## src/rtl/uart_stream_tester.sv

```systemverilog
// UART loopback/stream tester: RX words are transformed into a FIFO (or a
// pattern burst is generated) and drained through a handshaked TX FSM.
module uart_stream_tester #(
    parameter int unsigned DATA_WIDTH   = 8,
    parameter int unsigned FIFO_DEPTH   = 16,
    parameter int unsigned ADDR_WIDTH   = 4,
    parameter int unsigned BURST_LEN    = 32,
    parameter int unsigned BUSY_TIMEOUT = 4
) (
    input  logic                  clk,
    input  logic                  rst,
    input  logic [1:0]            mode,
    input  logic                  start,
    input  logic [DATA_WIDTH-1:0] seed,
    input  logic                  rx_valid,
    input  logic [DATA_WIDTH-1:0] rx_data,
    input  logic                  tx_busy,
    output logic                  tx_start,
    output logic [DATA_WIDTH-1:0] tx_data,
    output logic [ADDR_WIDTH:0]   fifo_count,
    output logic                  overflow,
    output logic                  burst_active
);

    localparam int unsigned CW     = ADDR_WIDTH + 1;
    localparam int unsigned TMO_W  = (BUSY_TIMEOUT > 1) ? $clog2(BUSY_TIMEOUT) : 1;
    localparam logic [CW-1:0]         DEPTH_C  = CW'(FIFO_DEPTH);
    localparam logic [CW-1:0]         CNT_ONE  = CW'(1);
    localparam logic [ADDR_WIDTH-1:0] PTR_ONE  = ADDR_WIDTH'(1);
    localparam logic [DATA_WIDTH-1:0] DATA_ONE = DATA_WIDTH'(1);
    localparam logic [7:0]            BURST_C  = 8'(BURST_LEN);
    localparam logic [TMO_W-1:0]      TMO_LAST = TMO_W'(BUSY_TIMEOUT - 1);
    localparam logic [TMO_W-1:0]      TMO_ONE  = TMO_W'(1);

    typedef enum logic [1:0] {
        ST_IDLE,
        ST_START,
        ST_WAIT_HI,
        ST_WAIT_LO
    } tx_state_e;

    tx_state_e               state_q, state_d;
    logic [TMO_W-1:0]        tmo_q, tmo_d;
    logic                    tx_start_q, tx_start_d;
    logic [DATA_WIDTH-1:0]   tx_data_q, tx_data_d;
    logic [ADDR_WIDTH-1:0]   wr_ptr_q, wr_ptr_d;
    logic [ADDR_WIDTH-1:0]   rd_ptr_q, rd_ptr_d;
    logic [CW-1:0]           count_q, count_d;
    logic                    overflow_q, overflow_d;
    logic                    burst_active_q, burst_active_d;
    logic [7:0]              remaining_q, remaining_d;
    logic [DATA_WIDTH-1:0]   value_q, value_d;
    logic [DATA_WIDTH-1:0]   mem_q [FIFO_DEPTH];

    logic                    wr_en;
    logic [DATA_WIDTH-1:0]   wr_data;
    logic                    pop;
    logic                    full;
    logic                    empty;

    assign full  = (count_q == DEPTH_C);
    assign empty = (count_q == '0);

    // Write source: burst generator in mode 3, transformed RX words otherwise.
    always_comb begin
        wr_en          = 1'b0;
        wr_data        = rx_data;
        overflow_d     = overflow_q;
        burst_active_d = burst_active_q;
        remaining_d    = remaining_q;
        value_d        = value_q;
        if (mode == 2'd3) begin
            if (burst_active_q) begin
                if (!full) begin
                    wr_en       = 1'b1;
                    wr_data     = value_q;
                    value_d     = value_q + DATA_ONE;
                    remaining_d = remaining_q - 8'd1;
                    if (remaining_q == 8'd1) begin
                        burst_active_d = 1'b0;
                    end
                end
            end else if (start) begin
                burst_active_d = 1'b1;
                remaining_d    = BURST_C;
                value_d        = seed;
            end
        end else begin
            burst_active_d = 1'b0;
            if (rx_valid) begin
                if (full) begin
                    overflow_d = 1'b1;
                end else begin
                    wr_en = 1'b1;
                    case (mode)
                        2'd1:    wr_data = rx_data + DATA_ONE;
                        2'd2:    wr_data = ~rx_data;
                        default: wr_data = rx_data;
                    endcase
                end
            end
        end
    end

    // TX handshake FSM; the pop happens in IDLE as the head is latched.
    always_comb begin
        state_d    = state_q;
        tmo_d      = tmo_q;
        tx_data_d  = tx_data_q;
        tx_start_d = 1'b0;
        pop        = 1'b0;
        case (state_q)
            ST_IDLE: begin
                if (!empty && !tx_busy) begin
                    tx_data_d  = mem_q[rd_ptr_q];
                    pop        = 1'b1;
                    tx_start_d = 1'b1;
                    state_d    = ST_START;
                end
            end
            ST_START: begin
                tmo_d   = '0;
                state_d = ST_WAIT_HI;
            end
            ST_WAIT_HI: begin
                if (tx_busy) begin
                    state_d = ST_WAIT_LO;
                end else if (tmo_q == TMO_LAST) begin
                    state_d = ST_IDLE;
                end else begin
                    tmo_d = tmo_q + TMO_ONE;
                end
            end
            ST_WAIT_LO: begin
                if (!tx_busy) begin
                    state_d = ST_IDLE;
                end
            end
            default: state_d = ST_IDLE;
        endcase
    end

    always_comb begin
        wr_ptr_d = wr_en ? (wr_ptr_q + PTR_ONE) : wr_ptr_q;
        rd_ptr_d = pop ? (rd_ptr_q + PTR_ONE) : rd_ptr_q;
        count_d  = count_q;
        if (wr_en && !pop) begin
            count_d = count_q + CNT_ONE;
        end else if (!wr_en && pop) begin
            count_d = count_q - CNT_ONE;
        end
    end

    always_ff @(posedge clk or negedge rst) begin
        if (!rst) begin
            state_q        <= ST_IDLE;
            tmo_q          <= '0;
            tx_start_q     <= 1'b0;
            tx_data_q      <= '0;
            wr_ptr_q       <= '0;
            rd_ptr_q       <= '0;
            count_q        <= '0;
            overflow_q     <= 1'b0;
            burst_active_q <= 1'b0;
            remaining_q    <= '0;
            value_q        <= '0;
        end else begin
            state_q        <= state_d;
            tmo_q          <= tmo_d;
            tx_start_q     <= tx_start_d;
            tx_data_q      <= tx_data_d;
            wr_ptr_q       <= wr_ptr_d;
            rd_ptr_q       <= rd_ptr_d;
            count_q        <= count_d;
            overflow_q     <= overflow_d;
            burst_active_q <= burst_active_d;
            remaining_q    <= remaining_d;
            value_q        <= value_d;
        end
    end

    // Storage needs no reset; occupancy is tracked by the pointers and count.
    always_ff @(posedge clk) begin
        if (wr_en) begin
            mem_q[wr_ptr_q] <= wr_data;
        end
    end

    assign tx_start     = tx_start_q;
    assign tx_data      = tx_data_q;
    assign fifo_count   = count_q;
    assign overflow     = overflow_q;
    assign burst_active = burst_active_q;

endmodule

```

## config.mk

```make
export PLATFORM = sky130hd
export DESIGN_NAME = uart_stream_tester
export DESIGN_NICKNAME = d
export VERILOG_FILES = /design/src/rtl/uart_stream_tester.sv
export SDC_FILE = /design/constraint.sdc
export NUM_CORES = 1
export LEC_CHECK = 0
export BUFFER_PORTS_ARGS = -buffer_cell sky130_fd_sc_hd__buf_2
export CORE_ASPECT_RATIO = 0.6
export CORE_MARGIN = 5
export CORE_UTILIZATION = 35
export DETAILED_ROUTE_END_ITERATION = 10
export PLACE_DENSITY = 0.53
export SKIP_CTS_REPAIR_TIMING = 1
export SYNTH_ARGS = -nofsm -noshare
export SYNTH_HDL_FRONTEND = slang
export SYNTH_SLANG_ARGS = --single-unit
```

## constraint.sdc

```tcl
create_clock -name clk -period 3.2 [get_ports clk]
set_input_delay 0.64 -clock clk [delete_from_list [all_inputs] [get_ports clk]]
set_output_delay 0.64 -clock clk [all_outputs]
set_load 0.1 [all_outputs]
```

==> results.json, run 1 <==
{
  "clk_pin_slew_ns": 0.07,
  "final-hold-violation-count": 0,
  "fin_cells": 894,
  "grt_util_all_layers_pct": 14.59,
  "antenna_found_initial": 0,
  "arrival_ns": 3.12,
  "synth_nets": 566,
  "worst_slack_ns": 0.4209,
  "crit_type": "reg -> reg",
  "relSlewSlack_pct": 30.35,
  "clockBufferDepth": 2,
  "p_switching_uw": 2996,
  "slew_viol_final": 0,
  "ys_seq_area_share_pct": 62.71,
  "fillers": 1966,
  "dieWidth_um": 203.8,
  "drt-total-wl_um": 18270,
  "htree_levels": 4,
  "tns_ns": 0,
  "power_frac_seq_pct": 39.5,
  "port_buffers": 38,
  "grt_pass1_vias": 4748,
  "worst-path-max-fanout": 6,
  "period_share_pct": 86.85,
  "std_cell_rows": 42,
  "rsz0062_at_grt": "no",
  "power.leakage_uw": 0.003298,
  "power_density_nw_per_um2": 895.8,
  "switching_share_pct": 36.68,
  "hold_class": "in -> async",
  "endpoint_kind": "flop",
  "clockPowerShare_pct": 26.2,
  "required_ns": 3.54,
  "grt_overflow_total": 0,
  "via_per_inst": 5.337,
  "io_pins": 39,
  "gp_congestion": 0.8094,
  "placed_cells": 862,
  "synth_top_cell_by_area": "edfxtp_1",
  "synth_top_cell_area_share_pct": 48.75,
  "ant_nets": 0,
  "grt_max_degree": 32,
  "avgSynthCellArea_um2": 15.02,
  "grt_pass1_wl_um": 28340,
  "synth_area_leaders": "edfxtp_1 (49%), dfrtp_1 (14%), mux4_2 (9.1%)",
  "ff2ff_path_depth": 9,
  "cts_tree": "done",
  "period_needed_ns": 2.779,
  "drt_iter0_drc": 435,
  "skew_ns": 0.007115,
  "drc": 0,
  "numClockSinks": 172,
  "wl_per_cell_um": 20.44,
  "combPwrFrac_pct": 34.3,
  "cts_root_buf": "clkbuf_16",
  "synth_seq_cells": 172,
  "die_area_um2": 25730,
  "clk_latency_ns": 0.42,
  "synth_cell_types": 61,
  "fmax_mhz": 359.8,
  "ys_warn_count": 0,
  "worst_pin_slew_ns": 1.042,
  "start_kind": "flop",
  "synthCells": 525,
  "pre_cts_slack_ns": 0.1545,
  "layout-drive-gt1-share_pct": 24.57,
  "syn-cell-area_um2": 7885,
  "maxCapViolCount": 0,
  "design.core.area_um2": 22120,
  "cts_buffers": 17,
  "nNetsFinal": 614,
  "diodes": 0,
  "finalSetupViolCount": 0,
  "dp_hpwl_um": 12910,
  "first_pass_iters": 5,
  "p_int_uw": 5172,
  "initial_utilization_pct": 35.64,
  "syn2layout_area_growth_pct": 15.65,
  "async_flop_share_pct": 25.58,
  "die_height_um": 126.3,
  "synth_edf_count": 128,
  "synth-main-ff-cell": "edfxtp_1",
  "vdd_drop_max_mv": 0.3047,
  "via_count": 4771,
  "status": "completed"
}
==> cell families (layout without fill, tap and decap cells) <==
group | Yosys count | in the layout | share of synthesized area (%)
adders and majority gates | 18 | 18 | 2.951
muxes | 73 | 73 | 14.65
xor gates and xnor gates | 11 | 11 | 1.222
DFF | 172 | 172 | 62.71
and+or+nand+nor | 106 | 106 | 7.284
buffers and inverters | 44 | 105 | 2.650
AOI/OAI and AO/OA | 101 | 101 | 8.537
==> cell type report <==
type                       count  area (um2)  area share [%]
sequential                   172        4950           54.28
inverter                      15       56.30          0.6175
multi-input combinational    309        2731           29.95
clock inverter                13       165.2           1.811
timing repair buffer          58       377.9           4.144
clock buffer                  19       452.9           4.967
tap                          308       385.4           4.226
==> metrics by stage <==
stage,hold slack (ns),util [%],instance area [um2],power (uW)
after floorplan,0.3444,-,7889,5336
after detailed placement,0.4736,38.42,8501,6102
after global placement,0.4623,38.42,8501,6024
after global routing,0.3793,41.22,9119,8591
final,0.3132,41.22,9119,8168
after CTS,0.3343,41.22,9119,8254
==> routing by layer <==
metal,track usage [%],wire [um],vias to the layer above
met4,3.765,139,0
met2,20.63,7880,123
met5,0,0,-
li1,-,-,2155
met3,3.649,923,10
met1,22.39,9329,2483
==> critical path: stages, from the launching register on <==
cell     delay (ns)
dfrtp_2        0.47
or4_4          0.61
o21ai_1        0.19
ha_1           0.19
inv_1          0.11
fa_1           0.42
a21o_1         0.18
a21oi_1        0.16
mux2i_1        0.23
xnor2_1        0.14
==> placed cells by master, fill, tap and decap left out, types with 9 or more instances in the layout <==
| cell type | n |
|---|---|
| buf_4 | 17 |
| ha_1 | 17 |
| clkbuf_16 | 17 |
| edfxtp_1 | 128 |
| mux4_2 | 32 |
| a22o_1 | 9 |
| and2_1 | 12 |
| inv_1 | 15 |
| nand2_1 | 33 |
| dfrtp_1 | 40 |
| buf_2 | 38 |
| xnor2_1 | 10 |
| mux2_2 | 11 |
| o21ai_0 | 21 |
| o22ai_1 | 10 |
| mux2i_1 | 28 |
| a21oi_1 | 23 |
| nor2_1 | 16 |
==> sequential cells by signal (all words and copies together) (netlist names) <==
register      count
mem_q           128
remaining_q       8
tx_data           8
value_q           8
fifo_count        5
rd_ptr_q          4
wr_ptr_q          4
state_q           2
tmo_q             2
burst_active      1
overflow          1
tx_start          1
==> power groups by stage <==
stage,registers [uW],clock network (uW),logic (uW)
after CTS,3230,2190,2830
final,3230,2140,2800
after global placement,3240,0,2780
after global routing,3280,2300,3010
after floorplan,3670,0,1670
after detailed placement,3270,0,2830
==> final timing paths <==
path                                  to  slack (ns)          start
min in group clk              tx_data[1]        0.48     tx_data[1]
max reg2reg                fifo_count[4]        0.42  fifo_count[1]
min                           value_q[4]        0.31            rst
max                        fifo_count[4]        0.42  fifo_count[1]
max in group asynchronous    rd_ptr_q[3]        2.23            rst
min reg2reg                   tx_data[1]        0.48     tx_data[1]
==> cells in the mapped netlist (5+ instances only) <==
cell type / n
buf_2: 8
nor2_1: 16
mux2_2: 11
a22o_1: 9
nand2b_1: 6
dfrtp_1: 44
mux2i_1: 28
clkbuf_1: 11
ha_1: 17
inv_1: 15
and2_1: 12
a21oi_1: 23
mux4_2: 32
o21ai_0: 21
nand2_1: 33
o22ai_1: 10
nand3_1: 6
edfxtp_1: 128
xnor2_1: 10
buf_4: 5
No activity file was read; power rests on OpenSTA's default activity.
==> inputs of run 2 (changes only) <==
Settings changed: GPL_ROUTABILITY_DRIVEN set to 0.
Clock period 3.2 ns to 3.07 ns, I/O delays scaled along.
==> run 2 against run 1 <==
  * Clock power is 9% lower
  * Flip-flop and latch count stayed put
  * Routed wire length is 1.7% higher
  * Global-route usage is 0.41 points higher
  * Critical path depth stayed put
  * Sequential power is 3% higher
  * Clock skew is 0.0071 ns higher
  * Non-clock buffer count is 13 higher
  * Sequential share of layout area is 0.19 points higher
==> results.json, run 2 (synthesis results as in run 1) <==
{
  "status": "completed",
  "diodes": 0,
  "fillers": 2029,
  "worst_pin_slew_ns": 0.8447,
  "ff2ff_path_depth": 9,
  "crit_type": "reg -> reg",
  "nNetsFinal": 627,
  "clockBufferDepth": 2,
  "worstReg2RegEnd": "fifo_count[4]",
  "endpoint_kind": "flop",
  "layout-drive-gt1-share_pct": 26.21,
  "final_util_pct": 41.08,
  "start_kind": "flop",
  "cp.depth": 9,
  "vdd_drop_max_mv": 0.3566,
  "period_needed_ns": 2.811,
  "port_buffers": 38,
  "via_count": 4842,
  "finish.instance_area_um2": 9089,
  "finalPower_uw": 8259,
  "cp_num_buf_inv": 1,
  "largest_reg_flops": 128,
  "rsz0062_at_grt": "no",
  "die_height_um": 126.3,
  "maxCapViolCount": 0,
  "die_area_um2": 25730,
  "regMostFlops": "mem_q",
  "initial_utilization_pct": 35.64,
  "place_area_um2": 8562,
  "crit_end": "fifo_count[4]",
  "first_pass_iters": 5,
  "dp_hpwl_um": 12990,
  "switching_share_pct": 38.33,
  "slew_viol_final": 0,
  "relSlewSlack_pct": 43.68,
  "path_cells": "or4_4 -> o21ai_1 -> ha_1 -> inv_1 -> fa_1 -> a21o_1 -> a21oi_1 -> mux2i_1 -> xnor2_1",
  "design.core.area_um2": 22120,
  "period_share_pct": 91.56,
  "via_per_inst": 5.338,
  "io_pins": 39,
  "required_ns": 3.42,
  "grt_util_all_layers_pct": 14.99,
  "tns_ns": 0,
  "drt_iter0_drc": 432,
  "p_switching_uw": 3166,
  "crit_slowest_cell": "or4_4",
  "cp_top_family": "simple AND/OR/NAND/NOR gates",
  "power_density_nw_per_um2": 908.7,
  "finalSetupViolCount": 0,
  "layout_commonest_cell": "edfxtp_1",
  "htree_levels": 4,
  "antenna_found_initial": 0,
  "p_int_uw": 5093,
  "whs_ns": 0.2813,
  "skew_ns": 0.01420,
  "combPwrFrac_pct": 35.9,
  "worst-path-max-fanout": 6,
  "final-hold-violation-count": 0,
  "final_cell_mix": "edfxtp_1 (128), dfrtp_1 (39), buf_2 (38)",
  "numClockSinks": 172,
  "drt-total-wl_um": 18580,
  "grt_max_degree": 33,
  "hold_class": "in -> async",
  "dieWidth_um": 203.8,
  "clk_latency_ns": 0.43,
  "grt_overflow_total": 0,
  "ant_nets": 0,
  "arrival_ns": 3.16,
  "power_frac_seq_pct": 40.4,
  "cp_slowest_stage_delay_ns": 0.62,
  "clk_pin_slew_ns": 0.07,
  "power.leakage_uw": 0.003309,
  "cts_buffers": 17,
  "std_cell_rows": 42,
  "drc": 0,
  "wl_per_cell_um": 20.49,
  "grt_pass1_vias": 4814,
  "cts_tree": "done",
  "cts_root_buf": "clkbuf_16",
  "fmax_mhz": 355.8,
  "cp-startpoint": "fifo_count[1]",
  "syn2layout_area_growth_pct": 15.27,
  "r2r_start": "fifo_count[1]",
  "rrSetupSlack_ns": 0.26,
  "grt_pass1_wl_um": 28910,
  "clockPowerShare_pct": 23.6
}
==> run 2: final cells by class <==
cell class / count / area (um2) / area share (%)
Clock buffer: 17 / 425.4 / 4.681
Clock inverter: 15 / 101.3 / 1.115
Inverter: 15 / 56.30 / 0.6195
Multi-Input combinational cell: 309 / 2731 / 30.05
Sequential cell: 172 / 4951 / 54.47
Tap cell: 308 / 385.4 / 4.240
Timing Repair Buffer: 71 / 437.9 / 4.818
==> run 2: how the worst min path moves through the flow <==
stage	startpoint	endpoint	slack (ns)	depth (start not counted)
global route	rst	value_q[1]	0.32	1
global placement	tx_data[3]	tx_data[3]	0.46	2
floorplan	rst	burst_active	0.32	0
CTS	rst	value_q[1]	0.31	1
detailed placement	tx_data[4]	tx_data[4]	0.47	2
finish	rst	value_q[0]	0.28	1
==> run 2: worst reg2reg max path, cell delays in order (launching register included) <==
cell     delay (ns)
dfrtp_2        0.47
or4_4          0.62
o21ai_1        0.19
ha_1           0.19
inv_1          0.11
fa_1           0.42
a21o_1         0.17
a21oi_1        0.18
mux2i_1        0.25
xnor2_1        0.14
==> run 2: metal layers <==
metal	vias up	share of wire [%]	track usage, %
met1	2476	51	23.25
met2	165	42	20.76
met5	-	0	0
li1	2178	-	-
met3	23	5.2	3.597
met4	0	1.4	4.439
==> run 2: metrics by stage <==
step	setup slack (ns)	cells
after floorplan	0.02957	525
after global placement	0.06156	875
after detailed placement	0.02411	875
after CTS	0.2543	907
after global routing	0.09597	907
final	0.2592	907
==> run 2: power groups by stage <==
stage	Sequential [uW]	Combinational [uW]	Clock (uW)
2_1_floorplan	3820	1740	0
3_3_place_gp	3350	2950	0
4_1_cts	3340	3000	2000
6_report	3340	2970	1950
5_1_grt	3390	3210	2110
3_5_place_dp	3380	2980	0
